==> config.mk <==
export PLATFORM = sky130hd
export DESIGN_NAME = fp_pair_stream_feeder
export DESIGN_NICKNAME = d
export VERILOG_FILES = /design/src/rtl/fp_pair_stream_feeder.sv
export SDC_FILE = /design/constraint.sdc
export NUM_CORES = 1
export LEC_CHECK = 0
export CORE_ASPECT_RATIO = 2
export CORE_MARGIN = 2
export CORE_UTILIZATION = 33
export DETAILED_ROUTE_END_ITERATION = 8
export HOLD_SLACK_MARGIN = 0.12
export SETUP_SLACK_MARGIN = 0.05
export SYNTH_ARGS = -nofsm -noshare
export SYNTH_HDL_FRONTEND = slang
export SYNTH_SLANG_ARGS = --single-unit
==> constraint.sdc <==
create_clock -name aclk -period 8.95 [get_ports aclk]
set_input_delay 1.79 -clock aclk [delete_from_list [all_inputs] [get_ports aclk]]
set_output_delay 1.79 -clock aclk [all_outputs]
set_load 0.01 [all_outputs]
==> src/rtl/fp_pair_stream_feeder.sv <==
// fp_pair_stream_feeder: buffers {B,A} float32 pairs from an AXI-Stream slave and presents one
// pair per transfer to the 16-lane FP dual-input distributor, tracking lane position and
// completed vectors. Operand bits pass through untouched.
//
// Build option: define FP_FEEDER_PAD_EN to pad every vector with zero pairs up to a whole
// lane group, so that out_finish always lands on lane LANES-1. Without it, out_finish
// follows tlast on whatever lane the last pair lands.
module fp_pair_stream_feeder #(
    parameter int unsigned DATA_W     = 32,
    parameter int unsigned FIFO_DEPTH = 8,
    parameter int unsigned LANES      = 16,
    parameter int unsigned LANE_W     = 4
) (
    input  logic                          aclk,
    input  logic                          areset,
    input  logic [2*DATA_W-1:0]           s_axis_tdata,
    input  logic                          s_axis_tvalid,
    output logic                          s_axis_tready,
    input  logic                          s_axis_tlast,
    input  logic                          s_axis_tuser,
    input  logic                          sendable,
    output logic [DATA_W-1:0]             out_A,
    output logic [DATA_W-1:0]             out_B,
    output logic                          out_valid,
    output logic                          out_finish,
    output logic                          out_acc_sign,
    output logic [LANE_W-1:0]             lane_idx,
    output logic [15:0]                   vec_count,
    output logic [$clog2(FIFO_DEPTH):0]   fifo_level
);

    localparam int unsigned PTR_W = $clog2(FIFO_DEPTH);
    localparam int unsigned LVL_W = PTR_W + 1;
    localparam logic [LVL_W-1:0]  FULL_LVL  = LVL_W'(FIFO_DEPTH);
    localparam logic [LANE_W-1:0] LAST_LANE = LANE_W'(LANES - 1);

    typedef struct packed {
        logic              user;
        logic              last;
        logic [DATA_W-1:0] b;
        logic [DATA_W-1:0] a;
    } entry_t;

    // ------------------------------------------------------------------
    // Pair FIFO
    // ------------------------------------------------------------------
    entry_t             mem_q [FIFO_DEPTH];
    logic [PTR_W-1:0]   wr_ptr_q, rd_ptr_q;
    logic [LVL_W-1:0]   level_q;
    logic               push, pop, fifo_empty;
    entry_t             wr_entry, head;

    // tready comes from the registered level, so a pop at full does not reopen it this cycle
    assign s_axis_tready = !areset && (level_q != FULL_LVL);
    assign push          = s_axis_tvalid && s_axis_tready;
    assign fifo_empty    = (level_q == '0);
    assign head          = mem_q[rd_ptr_q];
    assign fifo_level    = level_q;

    assign wr_entry.user = s_axis_tuser;
    assign wr_entry.last = s_axis_tlast;
    assign wr_entry.b    = s_axis_tdata[2*DATA_W-1:DATA_W];
    assign wr_entry.a    = s_axis_tdata[DATA_W-1:0];

    // Storage array; contents are don't-care while empty, so no reset
    always_ff @(posedge aclk) begin
        if (push) begin
            mem_q[wr_ptr_q] <= wr_entry;
        end
    end

    // Pointers and occupancy; simultaneous push and pop leave the level unchanged
    always_ff @(posedge aclk) begin
        if (areset) begin
            wr_ptr_q <= '0;
            rd_ptr_q <= '0;
            level_q  <= '0;
        end else begin
            if (push) begin
                wr_ptr_q <= wr_ptr_q + 1'b1;
            end
            if (pop) begin
                rd_ptr_q <= rd_ptr_q + 1'b1;
            end
            if (push && !pop) begin
                level_q <= level_q + 1'b1;
            end else if (pop && !push) begin
                level_q <= level_q - 1'b1;
            end
        end
    end

    // ------------------------------------------------------------------
    // Output register, lane tracking, vector counter
    // ------------------------------------------------------------------
    logic [DATA_W-1:0] out_a_q, out_a_d;
    logic [DATA_W-1:0] out_b_q, out_b_d;
    logic              out_valid_q, out_valid_d;
    logic              out_finish_q, out_finish_d;
    logic              out_acc_q, out_acc_d;
    logic [LANE_W-1:0] lane_q, lane_d;
    logic [15:0]       vec_q, vec_d;
    logic              load, xfer;

    assign load = !out_valid_q || sendable;
    assign xfer = out_valid_q && sendable;

    assign out_A        = out_a_q;
    assign out_B        = out_b_q;
    assign out_valid    = out_valid_q;
    assign out_finish   = out_finish_q;
    assign out_acc_sign = out_acc_q;
    assign lane_idx     = lane_q;
    assign vec_count    = vec_q;

`ifdef FP_FEEDER_PAD_EN
    typedef enum logic [0:0] {StStream, StPad} state_e;
    state_e state_q, state_d;
    logic   pad_sign_q, pad_sign_d;
`endif

    // Lane of the next pair to be loaded and the completed-vector count
    always_comb begin
        lane_d = lane_q;
        vec_d  = vec_q;
        if (xfer) begin
            if (out_finish_q) begin
                lane_d = '0;
                vec_d  = vec_q + 16'd1;
            end else if (lane_q == LAST_LANE) begin
                lane_d = '0;
            end else begin
                lane_d = lane_q + 1'b1;
            end
        end
    end

    // Next-state for the output register, FIFO pop and (optional) pad FSM
    always_comb begin
        out_a_d      = out_a_q;
        out_b_d      = out_b_q;
        out_valid_d  = out_valid_q;
        out_finish_d = out_finish_q;
        out_acc_d    = out_acc_q;
        pop          = 1'b0;
`ifdef FP_FEEDER_PAD_EN
        state_d      = state_q;
        pad_sign_d   = pad_sign_q;
`endif
        if (load) begin
`ifdef FP_FEEDER_PAD_EN
            if (state_q == StPad) begin
                // Zero filler pairs keep the sign of the vector's last real pair
                out_valid_d  = 1'b1;
                out_a_d      = '0;
                out_b_d      = '0;
                out_acc_d    = pad_sign_q;
                out_finish_d = (lane_d == LAST_LANE);
                if (lane_d == LAST_LANE) begin
                    state_d = StStream;
                end
            end else
`endif
            if (!fifo_empty) begin
                pop          = 1'b1;
                out_valid_d  = 1'b1;
                out_a_d      = head.a;
                out_b_d      = head.b;
                out_acc_d    = head.user;
                out_finish_d = head.last;
`ifdef FP_FEEDER_PAD_EN
                // A short vector hands its finish over to the final pad slot
                if (head.last && (lane_d != LAST_LANE)) begin
                    out_finish_d = 1'b0;
                    state_d      = StPad;
                    pad_sign_d   = head.user;
                end
`endif
            end else begin
                out_valid_d  = 1'b0;
                out_finish_d = 1'b0;
            end
        end
    end

    // Output, lane and counter registers
    always_ff @(posedge aclk) begin
        if (areset) begin
            out_a_q      <= '0;
            out_b_q      <= '0;
            out_valid_q  <= 1'b0;
            out_finish_q <= 1'b0;
            out_acc_q    <= 1'b0;
            lane_q       <= '0;
            vec_q        <= '0;
        end else begin
            out_a_q      <= out_a_d;
            out_b_q      <= out_b_d;
            out_valid_q  <= out_valid_d;
            out_finish_q <= out_finish_d;
            out_acc_q    <= out_acc_d;
            lane_q       <= lane_d;
            vec_q        <= vec_d;
        end
    end

`ifdef FP_FEEDER_PAD_EN
    // Pad FSM state and remembered sign
    always_ff @(posedge aclk) begin
        if (areset) begin
            state_q    <= StStream;
            pad_sign_q <= 1'b0;
        end else begin
            state_q    <= state_d;
            pad_sign_q <= pad_sign_d;
        end
    end
`endif

endmodule

==> results of run 1 <==
registers in the layout, summed over array words and instances (netlist names), named ones only:
name,cells
out_valid,1
out_A,32
fifo_level,4
out_acc_sign,1
rd_ptr_q,3
lane_idx,4
wr_ptr_q,3
vec_count,16
out_finish,1
out_B,32
mem_q,528
cells by family after synthesis:
group / after synthesis / share of synthesized area
AOI/OAI and AO/OA: 91 / 0.02395
xor gates and xnor gates: 15 / 0.005689
adders and majority gates: 8 / 0.004659
buffers and inverters: 72 / 0.01652
DFF: 628 / 0.7733
muxes: 137 / 0.1310
and+or+nand+nor: 219 / 0.04497
worst min-delay path by stage:
stage | start | endpoint | cells past startpoint
floorplan | rd_ptr_q[1] | flip-flop | 2
global placement | vec_count[15] | vec_count[15] | 2
detailed placement | out_A[19] | out_A[19] | 2
CTS | out_B[7] | out_B[7] | 2
global route | out_B[22] | out_B[22] | 2
finish | vec_count[15] | vec_count[15] | 2
layer usage:
metal	wire (um)	vias up	global-route usage
li1	-	5097	-
met1	21640	5979	0.1872
met2	23320	327	0.2214
met3	4282	77	0.04532
met4	875	12	0.03208
met5	78	-	0
layout make-up:
| class | count | area [um^2] |
|---|---|---|
| diodes | 2 | 5.005 |
| clock buffers | 89 | 1699 |
| clock inverters | 21 | 186.4 |
| fillers | 6257 | 41830 |
| inverters | 5 | 18.77 |
| multi-input cells | 470 | 4927 |
| flip-flops and latches | 628 | 17860 |
| well taps | 903 | 1130 |
| repair buffers | 182 | 1767 |
through the flow:
stage	setup WS [ps]	cell area [um^2]	utilization	hold slack, ps
after floorplan	1276	23100	-	454.1
after global placement	3561	25710	0.3703	467.6
after detailed placement	3538	25710	0.3703	480.6
after CTS	4178	27590	0.3975	491.4
after global routing	3947	27590	0.3975	500.1
final	4208	27600	0.3975	483.5
worst min-delay path, cell delays in order, from the launching register on:
cell	delay, ps
dfxtp_1	320
o31ai_1	60
a21oi_1	50
power breakdown:
group          switching (mW)  internal (mW)  leakage (nW)
logic                   0.902          0.832          2.06
registers               0.174           3.41          5.59
clock network            1.03           1.39         0.929
total                    2.11           5.63          8.58
Yosys cell counts, types with 5 or more instances:
library cell,n
edfxtp_1,528
nand3_1,11
inv_1,5
nor3_1,71
xor2_1,8
clkbuf_1,25
o21ai_0,6
a21oi_1,13
buf_2,20
nor2_1,92
mux4_2,132
o22ai_1,66
buf_4,13
ha_1,7
nand2_1,12
xnor2_1,7
dfxtp_1,100
buf_6,5
==> out/qor.txt, run 1 <==
====================================================================================
Number of I/O pins                                                               162
Vias post-DR                                                                  11.49k
Routed via count divided by cell count                                         4.997
Crit path DAT                                                                5240 ps
Synth area leaders                                                      edfxtp_1, mux4_2, dfxtp_1, o22ai_1, nor3_1
Worst clock skew                                                            9.684 ps
Static leakage                                                              8.581 nW
Total Routed Length                                                         50.19 mm
Placeable core area                                                      69,420 um^2
Hold-fix buffer count after cts                                                    0
Final standard cell count with taps included and fillers excluded              2,300
Detailed Place HPWL                                                         25.92 mm
Area grow syn2layout                                                          19.50%
Worst r2r src                                                           fifo_level[0]
Commonest non-fill, non-tap cells in the layout                         edfxtp_1, clkdlybuf4s50_1, mux4_2, dfxtp_1, nor2_1
FFs w/ async S/R, synth                                                            0
R2r endpoint                                                            mem_q[3][51]
Library cells used by synthesis                                                   47
Post-CTS Repair Setup Buffers                                                      0
Clock Tree Buf Depth                                                               3
Post-Syn Area                                                            23,090 um^2
Delay-heaviest family, CP                                               simple AND/OR/NAND/NOR gates
Initial antenna violation count                                                    7
Peak fanout along the critical path                                               68
Most area-hungry cell type in the Yosys netlist                             edfxtp_1
Fraction of layout cells with a size suffix above 1                           0.1864
Capture point of the worst path                                         fifo_level[3]
Mean instance size in the synthesized netlist                             19.74 um^2
Maximum number of pins on one net before global-route repair                      69
Total routing resource utilization after global routing                       0.1398
Post-DR wirelength/cell                                                     21.82 um
DIE HEIGHT                                                                  378.1 um
Setup repair after global routing missed its margin                            false
Worst setup startpoint                                                      sendable
Post-synth top flop                                                         edfxtp_1
Syn nets                                                                       1,248
Setup total negative slack                                                      0 ps
Final-report max-slew violation count                                              0
Cells resized by post-CTS repair                                                   0
Critical path buffers and inverters                                                3
Max-slew headroom at the worst pin                                            0.2808
Fraction of post-synthesis cell area in the top cell type by area             0.6866
First-pass iteration count of the detailed router                                  4
Worst-Skew Late Latency                                                       610 ps
Nets                                                                           1,424
Worst Reg2Reg Path Length in Cells                                                 7
Worst Tran Pin Value                                                         1079 ps
Required time at the endpoint of the critical path                           9440 ps
Maximum single-stage delay on the critical path                               910 ps
EDFF count, synth                                                                528
Number of buffers added by the clock tree synthesis step                          59
Crit path max-delay cell type                                                 and2_4
TritonCTS clock tree                                                            done
Critical path depth                                                               11
Ordered cell list for the critical path                                 clkdlybuf4s50_1 > nand2b_1 > and2_4 > inv_1 > ha_1 > inv_1 > ha_1 > a21oi_1 > a211oi_1 > a31oi_1 > mux2_2
Final clock period utilization by the worst path                              0.5298
Count of standard-cell rows                                                      137
DRC violation count after routing                                                  0
Maximum VDD drop                                                           0.2186 mV
Antenna Violating Nets Remaining                                                   0
Synthesized instance count                                                     1,170
Post-synthesis register bit count                                                628
Weighted congestion at the end of routability-driven global placement         0.7482
Number of buffers inserted by port buffering                                     161
Number of clock sinks                                                            628
Starting density of the core                                                  0.3326
Library cell used as clock root buffer                                     clkbuf_16
Power, Total                                                                7.735 mW
Worst-case register-to-register setup slack                                  5470 ps
Pwr per Cell Area                                                       280.3 nW/um^2
Die X-Extent                                                                191.1 um
Sequential area share after synthesis                                         0.7733
Die area                                                                 72,240 um^2
Outcome                                                                 finished, final reports clean
Maximum achievable frequency                                              0.2109 GHz
Type of element launching the critical path                                input pin
Leading cell type in the layout, fill and taps excluded                     edfxtp_1
Setup violation total in the final timing report                                   0
Type of the most critical hold path                                     flip-flop to flip-flop
Synth Warn #                                                                       0
Via count of the first global-routing pass                                    11.93k
Instance count after placement with tap cells included                         2,188
Number of maximum-capacitance violations                                           0
Critical path start-end classification                                  input pin to flip-flop
Drt initial violations                                                           672
CTS H-tree depth                                                                   2
Clock Pin Slew Worst Setup and Hold Paths                                      60 ps
Worst setup EP type                                                        flip-flop
Period minus WS final                                                        4742 ps
First-pass GRT wire length                                                  75.43 mm
Residual overflow from global routing                                              0
Total count of hold-check failures in the final report                             0
====================================================================================
(Power assumes the default switching activity.)
==> run 2, diff against run 1 <==
==> constraint.sdc (replaced) <==
create_clock -name aclk -period 4.84 [get_ports aclk]
set_input_delay 0.968 -clock aclk [delete_from_list [all_inputs] [get_ports aclk]]
set_output_delay 0.968 -clock aclk [all_outputs]
set_load 0.01 [all_outputs]
==> out/qor.txt, run 2 (same netlist as run 1, synthesis figures left out) <==
====================================================================================
Via count of the first global-routing pass                                    11.80k   -1.1%
Worst setup margin                                                           1690 ps   -2519 ps
Gate power share                                                               0.223   about the same
Total Routed Length                                                         50.47 mm   +0.56%
Final-report max-slew violation count                                              0   unchanged
First-pass iteration count of the detailed router                                  5   +1
Final clock period utilization by the worst path                              0.6509
TritonCTS clock tree                                                            done
Library cell used as clock root buffer                                     clkbuf_16
Required time at the endpoint of the critical path                           3870 ps   -5570 ps
Nets                                                                           1,423   -0.070%
Final core utilization                                                        0.3994   +0.001820
Total count of hold-check failures in the final report                             0   unchanged
CTS H-tree depth                                                                   2   unchanged
Worst clock skew                                                            25.98 ps   +16.29 ps
First-pass GRT wire length                                                  75.40 mm   about the same
Cell internal pwr                                                           10.46 mW   +86%
Number of maximum-capacitance violations                                           0   unchanged
Die X-Extent                                                                191.1 um   unchanged
Count of standard-cell rows                                                      137   unchanged
Post-DR wirelength/cell                                                     21.96 um   +0.65%
Worst Tran Pin Value                                                         1080 ps   +0.9506 ps
Vias post-DR                                                                  11.64k   +1.3%
Type of the most critical hold path                                     flip-flop to flip-flop
Critical path start-end classification                                  flip-flop to output port
Pre-CTS setup slack                                                          1225 ps   -2313 ps
Worst setup EP type                                                      output port
Max-slew headroom at the worst pin                                            0.2762   -0.004557
Leading cell type in the layout, fill and taps excluded                     edfxtp_1
Max reg flops                                                                    528   unchanged
Post-CTS Repair Setup Buffers                                                      0   unchanged
Area grow syn2layout                                                          20.05%
Routed via count divided by cell count                                         5.064   +1.3%
Period minus WS final                                                        3150 ps
Clock Pin Slew Worst Setup and Hold Paths                                      60 ps   about the same
Weighted congestion at the end of routability-driven global placement         0.7244   -3.2%
Clock Tree Buf Depth                                                               3   unchanged
Initial antenna violation count                                                   10   +3
Peak fanout along the critical path                                                7   -90%
Outcome                                                                 finished, final reports clean
Type of element launching the critical path                                flip-flop
Maximum VDD drop                                                           0.4959 mV   +130%
Part of the power in registers                                                 0.466   +0.003
DIE HEIGHT                                                                  378.1 um   unchanged
Clock share of power                                                           0.311   -0.002
Commonest non-fill, non-tap cells in the layout                         edfxtp_1, clkdlybuf4s50_1, mux4_2, dfxtp_1, nor2_1
Total routing resource utilization after global routing                       0.1395   -0.0003109
Static leakage                                                              8.613 nW   +0.37%
Fraction of layout cells with a size suffix above 1                           0.1879   +0.001568
Cells resized by post-CTS repair                                                   0   unchanged
Crit path DAT                                                                2180 ps   -3060 ps
Sw frac                                                                       0.2719   -0.0003101
Detailed Place HPWL                                                         26.06 mm   +0.53%
Starting density of the core                                                  0.3326   unchanged
Setup violation total in the final timing report                                   0   unchanged
Maximum number of pins on one net before global-route repair                      92   +33%
Pwr per Cell Area                                                       518.0 nW/um^2   +85%
Worst-Skew Late Latency                                                       610 ps   about the same
Residual overflow from global routing                                              0   unchanged
Number of clock sinks                                                            628   unchanged
Antenna Violating Nets Remaining                                                   0   unchanged
Number of buffers added by the clock tree synthesis step                          58   -1.7%
Placeable core area                                                      69,420 um^2   unchanged
Switching power summed over all nets                                        3.904 mW   +85%
Maximum achievable frequency                                              0.3174 GHz
Drt initial violations                                                           839   +25%
Die area                                                                 72,240 um^2   unchanged
Number of buffers inserted by port buffering                                     161   unchanged
Setup repair after global routing missed its margin                            false
DRC violation count after routing                                                  0   unchanged
Top register by number of flip-flops                                           mem_q
Number of I/O pins                                                               162   unchanged
Hold-fix buffer count after cts                                                    0   unchanged
====================================================================================
[run 2: cell count changes in the layout (fill, tap and decap cells not counted), moves of 2 or more]
cell	delta
buf_12	+10
buf_4	-10
clkbuf_1	-6
clkinv_2	+5
clkbuf_8	-3
clkinv_1	+3
clkbuf_16	+2
[run 2: final cells by class]
type,count,area (um^2)
Inverter,5,18.77
Clock buffer,82,1685
Fill cell,6240,41700
Sequential cell,628,17860
Clock inverter,27,197.7
Multi-Input combinational cell,470,4933
Tap cell,903,1130
Antenna cell,1,2.502
Timing Repair Buffer,182,1892
[run 2: path summary, 6_finish.rpt]
check / startpoint / to / slack (ps) / depth (start not counted)
worst min register to register: out_A[1] / out_A[1] / 490 / 2
worst min-delay path: out_A[1] / out_A[1] / 490 / 2
worst max register to register: fifo_level[0] / fifo_level[3] / 1820 / 11
worst max-delay path: fifo_level[0] / s_axis_tready / 1690 / 3
[run 2: routing by layer]
metal  vias up  track usage  wire (um)
met5         -            0        128
met4        20      0.02946        678
met3        68      0.03800       3956
met2       360       0.2216      23600
met1      6087       0.1921      22100
li1       5101            -          -
[run 2: critical path: stages (launching register included)]
cell	delay, ps
dfxtp_1	390
nor4b_1	500
nor2_1	130
clkdlybuf4s50_1	560
[run 2: metrics by stage]
| step | total power [mW] | setup TNS (ps) | area, um^2 | hold WS [ps] | std cells |
|---|---|---|---|---|---|
| after floorplan | 8.675 | -417480 | 23120 | 454.1 | 1170 |
| after global placement | 10.03 | 0 | 25840 | 464.9 | 2188 |
| after detailed placement | 10.06 | 0 | 25840 | 478.5 | 2188 |
| after CTS | 14.56 | 0 | 27720 | 487.1 | 2297 |
| after global routing | 15.02 | 0 | 27720 | 511.4 | 2297 |
| final | 14.36 | 0 | 27720 | 490.1 | 2298 |
[run 2: power groups by stage]
| stage | clock network (mW) | logic, mW | registers [mW] |
|---|---|---|---|
| 2_1_floorplan | 0 | 1.92 | 6.76 |
| 3_3_place_gp | 0 | 3.23 | 6.81 |
| 3_5_place_dp | 0 | 3.25 | 6.81 |
| 4_1_cts | 4.59 | 3.26 | 6.71 |
| 5_1_grt | 4.78 | 3.48 | 6.76 |
| 6_report | 4.46 | 3.20 | 6.69 |
